## src/rtl/imem_loader_pkg.sv

```systemverilog
// Shared constants and helpers for the instruction-memory loader: state
// encodings, frame header byte, memory depth and frame-field checks.
package imem_loader_pkg;

  localparam logic [2:0] LDR_IDLE  = 3'd0;
  localparam logic [2:0] LDR_COUNT = 3'd1;
  localparam logic [2:0] LDR_DATA  = 3'd2;
  localparam logic [2:0] LDR_CSUM  = 3'd3;
  localparam logic [2:0] LDR_DONE  = 3'd4;
  localparam logic [2:0] LDR_ERR   = 3'd5;

  localparam logic [7:0] LDR_HDR    = 8'hA5;
  localparam int         IMEM_DEPTH = 16;

  // A count field is usable only if it names 1..IMEM_DEPTH instructions.
  function automatic logic count_ok(input logic [7:0] n);
    return (n != 8'd0) && (n <= 8'(IMEM_DEPTH));
  endfunction

  function automatic logic csum_ok(input logic [7:0] sum, input logic [7:0] c);
    logic [7:0] total;
    total = sum + c;
    return total == 8'd0;
  endfunction

endpackage

```

## src/rtl/ldr_timeout.sv

```systemverilog
// Saturating idle-cycle counter; expired flags the idle cycle that completes
// TIMEOUT_CYCLES consecutive cycles without a clear.
module ldr_timeout #(
  parameter int TIMEOUT_CYCLES = 255
) (
  input  logic clk,
  input  logic rst_n,
  input  logic clear,
  input  logic enable,
  output logic expired
);

  localparam int              CW   = (TIMEOUT_CYCLES > 1) ? $clog2(TIMEOUT_CYCLES) : 1;
  localparam logic [CW-1:0]   LAST = CW'(TIMEOUT_CYCLES - 1);

  logic [CW-1:0] count_r;

  // Idle counter: cleared on activity, holds once the limit is reached.
  always_ff @(posedge clk) begin
    if (!rst_n) begin
      count_r <= '0;
    end else if (clear) begin
      count_r <= '0;
    end else if (enable && (count_r != LAST)) begin
      count_r <= count_r + CW'(1);
    end else begin
      count_r <= count_r;
    end
  end

  assign expired = enable & (count_r == LAST);

endmodule

```

## src/rtl/imem_loader.sv

```systemverilog
// Framed program loader: writes instruction bytes to sequential addresses,
// verifies the checksum and releases the core only after a clean frame.
module imem_loader
  import imem_loader_pkg::*;
#(
  parameter int DATA_WIDTH     = 8,
  parameter int ADDR_WIDTH     = 4,
  parameter int TIMEOUT_CYCLES = 255
) (
  input  logic                  sys_clk,
  input  logic                  sys_rst,
  input  logic [DATA_WIDTH-1:0] in_data,
  input  logic                  in_valid,
  output logic                  in_ready,
  input  logic                  reload,
  output logic                  imem_we,
  output logic [ADDR_WIDTH-1:0] imem_addr,
  output logic [DATA_WIDTH-1:0] imem_wdata,
  output logic                  core_run,
  output logic                  load_err
);

  logic [2:0]            state_r;
  logic [2:0]            next_state_s;
  logic [ADDR_WIDTH-1:0] addr_r;
  logic [ADDR_WIDTH-1:0] last_addr_r;
  logic [DATA_WIDTH-1:0] sum_r;
  logic                  ready_s;
  logic                  in_frame_s;
  logic                  xfer_s;
  logic                  tmo_clear_s;
  logic                  tmo_enable_s;
  logic                  expired_s;

  // Ready and in-frame decode from state only, never from in_valid.
  always_comb begin
    ready_s    = 1'b0;
    in_frame_s = 1'b0;
    case (state_r)
      LDR_IDLE, LDR_ERR:              ready_s = 1'b1;
      LDR_COUNT, LDR_DATA, LDR_CSUM: begin
        ready_s    = 1'b1;
        in_frame_s = 1'b1;
      end
      default: begin
        ready_s    = 1'b0;
        in_frame_s = 1'b0;
      end
    endcase
  end

  assign in_ready     = ready_s & sys_rst;
  assign xfer_s       = in_valid & in_ready;
  assign tmo_clear_s  = xfer_s | ~in_frame_s;
  assign tmo_enable_s = in_frame_s & ~xfer_s;

  ldr_timeout #(
    .TIMEOUT_CYCLES(TIMEOUT_CYCLES)
  ) u_timeout (
    .clk    (sys_clk),
    .rst_n  (sys_rst),
    .clear  (tmo_clear_s),
    .enable (tmo_enable_s),
    .expired(expired_s)
  );

  // Frame sequencing; a transfer always wins over a simultaneous timeout.
  always_comb begin
    next_state_s = state_r;
    case (state_r)
      LDR_IDLE, LDR_ERR: begin
        if (xfer_s && (8'(in_data) == LDR_HDR)) next_state_s = LDR_COUNT;
        else                                     next_state_s = state_r;
      end
      LDR_COUNT: begin
        if (xfer_s)         next_state_s = count_ok(8'(in_data)) ? LDR_DATA : LDR_ERR;
        else if (expired_s) next_state_s = LDR_ERR;
        else                next_state_s = state_r;
      end
      LDR_DATA: begin
        if (xfer_s && (addr_r == last_addr_r)) next_state_s = LDR_CSUM;
        else if (!xfer_s && expired_s)         next_state_s = LDR_ERR;
        else                                   next_state_s = state_r;
      end
      LDR_CSUM: begin
        if (xfer_s)         next_state_s = csum_ok(8'(sum_r), 8'(in_data)) ? LDR_DONE : LDR_ERR;
        else if (expired_s) next_state_s = LDR_ERR;
        else                next_state_s = state_r;
      end
      LDR_DONE: begin
        if (reload) next_state_s = LDR_IDLE;
        else        next_state_s = state_r;
      end
      default: next_state_s = LDR_IDLE;
    endcase
  end

  // State, address/sum counters and registered memory-port and status outputs.
  always_ff @(posedge sys_clk) begin
    if (!sys_rst) begin
      state_r     <= LDR_IDLE;
      addr_r      <= '0;
      last_addr_r <= '0;
      sum_r       <= '0;
      imem_we     <= 1'b0;
      imem_addr   <= '0;
      imem_wdata  <= '0;
      core_run    <= 1'b0;
      load_err    <= 1'b0;
    end else begin
      state_r  <= next_state_s;
      core_run <= (next_state_s == LDR_DONE);
      load_err <= (next_state_s == LDR_ERR);
      imem_we  <= 1'b0;
      if (xfer_s && (state_r == LDR_COUNT)) begin
        addr_r      <= '0;
        sum_r       <= '0;
        // A count of IMEM_DEPTH wraps to all-ones here, i.e. the top address.
        last_addr_r <= in_data[ADDR_WIDTH-1:0] - ADDR_WIDTH'(1);
      end else if (xfer_s && (state_r == LDR_DATA)) begin
        imem_we    <= 1'b1;
        imem_addr  <= addr_r;
        imem_wdata <= in_data;
        addr_r     <= addr_r + ADDR_WIDTH'(1);
        sum_r      <= sum_r + in_data;
      end else begin
        addr_r <= addr_r;
        sum_r  <= sum_r;
      end
    end
  end

endmodule

```

## config.mk

```make
export PLATFORM = sky130hd
export DESIGN_NAME = imem_loader
export DESIGN_NICKNAME = d
export VERILOG_FILES = /design/src/rtl/imem_loader_pkg.sv /design/src/rtl/ldr_timeout.sv /design/src/rtl/imem_loader.sv
export SDC_FILE = /design/constraint.sdc
export NUM_CORES = 1
export LEC_CHECK = 0
export ABC_AREA = 0
export ABC_CLOCK_PERIOD_IN_PS = 2710
export BUFFER_PORTS_ARGS = -buffer_cell sky130_fd_sc_hd__buf_2
export CAP_MARGIN = 20
export CORE_AREA = 2 2 69 71
export DETAILED_ROUTE_END_ITERATION = 16
export DIE_AREA = 0 0 71 73
export PLACE_DENSITY = 0.74
export SYNTH_ARGS = -nofsm -noshare
export SYNTH_HDL_FRONTEND = slang
export SYNTH_SLANG_ARGS = --single-unit
```

## constraint.sdc

```tcl
create_clock -name sys_clk -period 2.71 [get_ports sys_clk]
set_input_delay 0 -clock sys_clk [delete_from_list [all_inputs] [get_ports sys_clk]]
set_output_delay 0 -clock sys_clk [all_outputs]
set_load 0.01 [all_outputs]
```

==> run metrics <==
WL/cell=13.48 microns; Inserted Diodes=0; routed vias=1910; Pins Over Slew Limit=0; Nets=320; number of unique standard cell types used by synthesis=49; total of max-cap violations=0; final antenna-violating net count=0; largest net degree at the start of global routing=28; initial antenna violation count=0; Comb power frac=6.5%; combined area of all synthesized cells=2252 sq um; Tightest Hold Check Type=in -> reg; Final Cycle Share=83.79%; Max Fanout on Critical Path=3; CP Class=reg -> reg; Post-Synth XOR/XNOR Area=8.556%; Clock Tree Buf Depth=2; vias in the first global route=1749; Pint=0.8515 mW; post-synthesis mux area share=0.4444%; CTS tree=done; Simple-Gate Fraction of Synth Area=25.11%; Critical Path Source Type=flip-flop; synth top area cells=dfxtp_1 (37%), nand2_1 (8.5%), ha_1 (7.2%); Initial Utilization=49.66%; cell taking the most area after synthesis=dfxtp_1; Fill cells=443; H-Tree Depth=2; largest family of logic cells by synthesized area=simple AND/OR/NAND/NOR gates; top_reg_cell synth=dfxtp_1; Commonest cells post-synth=nand2_1 (51), dfxtp_1 (42), nor2_1 (25); layout cells sized above 1=15.93%; register area share after synthesis=37.33%; Synth Area in Compound Gates=17.22%; Clk pwr share=38.0%; IO Count=28; syn avg cell area=8.499 sq um; area growth from synthesis to layout=13.06%; most numerous cell in the Yosys netlist=nand2_1; die height=73 microns; Num CTS Buffers=5; Sw Share=23.31%; post-CTS setup buffers=0; status=completed; Worst Hold Slack=10.43 ps; Worst R2R Setup Slack=440 ps; Root Driver=clkbuf_8; Total GRT Usage=19.16%; Hold Violations, Final=0; total power=1.110 mW; crit path time final=2271 ps; fmax=440.4 MHz; Final HPWL DP=3417 microns; normalized max-slew margin=66.12%; CP Data Required Time=2900 ps; Yosys reg bits=42; Critical Path End Type=flip-flop; share of synthesized registers carrying an async set or reset=0%; grt ovf=0; Max IR drop VDD=377.6 uV; final setup fails=0; Port Buffers=27; post-synthesis cell count=265; # DRC=0; skew final=8.139 ps; Post-synth EDFFs=0; Worst Tran Pin Value=508.2 ps; Ys Warns=0; clk_lat worst skew=300 ps; post-placement cell count=339; clk slew on worst S/H paths=80 ps; Cell Pwr Density=436.1 nW/um^2; Via density=5.473; gpl congestion=0.8745; initial drt markers=116; leakage=1.047 nW; Flop pwr share=55.5%; # clock sinks=42; DRT Wirelength=4705 microns; RSZ-0062 raised after global routing=false; # rows=25; number of iterations in the first detailed-routing pass=4; Horiz. Die Dim=71 microns; share of the synthesized area in the top cell type=37.33%; first-pass GRT wire length=7810 microns; arrival time worst endpoint=2460 ps; setup TNS=0 ps; full die area=5183 sq um; syn nets=291; post-route insts no fill=349; NetSw=0.2589 mW; adder-cell share of the synthesized area=8.111%; core region area=4536 sq um
[registers in the layout, summed over array words and instances (netlist names)]
signal / count
imem_addr: 4
load_err: 1
imem_we: 1
state_r: 3
last_addr_r: 4
core_run: 1
addr_r: 4
sum_r: 8
imem_wdata: 8
u_timeout.count_r: 8
[power by group through the flow]
| stage | registers, mW | logic [mW] | clock network [mW] |
|---|---|---|---|
| after detailed placement | 0.631 | 0.0692 | 0 |
| after CTS | 0.617 | 0.0720 | 0.432 |
| after global routing | 0.617 | 0.0794 | 0.451 |
| final | 0.617 | 0.0723 | 0.422 |
| after global placement | 0.631 | 0.0690 | 0 |
| after floorplan | 0.631 | 0.0418 | 0 |
[critical path: stages (launching register included)]
cell and delay [ps]:
dfxtp_1 330, ha_1 180, inv_1 60, fa_1 390, nand2b_1 170, a21oi_1 160
xor2_1 210, nor4_1 80, a311o_1 400, and3b_1 180
[path summary, 6_finish.rpt]
| path | to | startpoint | depth (start not counted) |
|---|---|---|---|
| worst max-delay path | core_run | sum_r[0] | 9 |
| worst min-delay path | imem_wdata[1] | in_data[1] | 3 |
| worst max register to register | core_run | sum_r[0] | 9 |
| worst min register to register | imem_wdata[7] | imem_wdata[7] | 2 |
[area by class of cell]
cell class | count | area, sq um | share of cell area (%)
Clock buffer | 7 | 86.33 | 3.391
Clock inverter | 1 | 5.005 | 0.1966
Inverter | 8 | 30.03 | 1.179
Multi-Input combinational cell | 205 | 1339 | 52.58
Sequential cell | 42 | 840.8 | 33.02
Tap cell | 54 | 67.56 | 2.654
Timing Repair Buffer | 32 | 177.7 | 6.978
[through the flow]
step / instance area, sq um / utilization [%] / setup slack (ps)
floorplan: 2252 / - / 613.0
global placement: 2435 / 53.68 / 527.0
detailed placement: 2435 / 53.68 / 459.9
CTS: 2546 / 56.14 / 438.2
global route: 2546 / 56.14 / 311.6
finish: 2546 / 56.14 / 439.4
[kinds of logic (layout without fill, tap and decap cells)]
kind of cell	after synthesis	after routing
simple gates	114	114
compound gates	54	54
fa+ha+maj	14	14
buf+inv	18	48
mux	1	1
xor+xnor	22	22
flops	42	42
[metal layers]
layer / share of wire [%] / global-route usage (%) / vias up
met5: 0 / 0 / -
met4: 2.7 / 9.644 / 0
met3: 5.5 / 5.663 / 12
met2: 46 / 30.74 / 48
met1: 46 / 23.48 / 879
li1: - / - / 971
[layout by cell type (no fill, tap or decap), types with 2 or more instances in the layout]
master          n
a21boi_0       13
nand4_1         4
nor3b_1         2
nand2b_1        5
nor3_1          3
o211ai_1        2
ha_1           13
dfxtp_1        42
dlygate4sd3_1   2
a211oi_1        3
nand2_1        51
and3_1          4
buf_4           3
xnor2_1         7
nor2b_1         2
buf_2          27
o211a_1         4
a21oi_1        17
xor2_1         15
nor4_1          3
inv_1           7
o21ai_0         5
nand3_1         3
nor2_1         25
clkbuf_8        6
or3_1           2
[what timing repair did]
action | in CTS | in global routing
hold buffers | 2 | 0
resized for setup | 0 | 0
endpoints found under the hold margin | 2 | 0
Power figures use the tool's default switching activity.
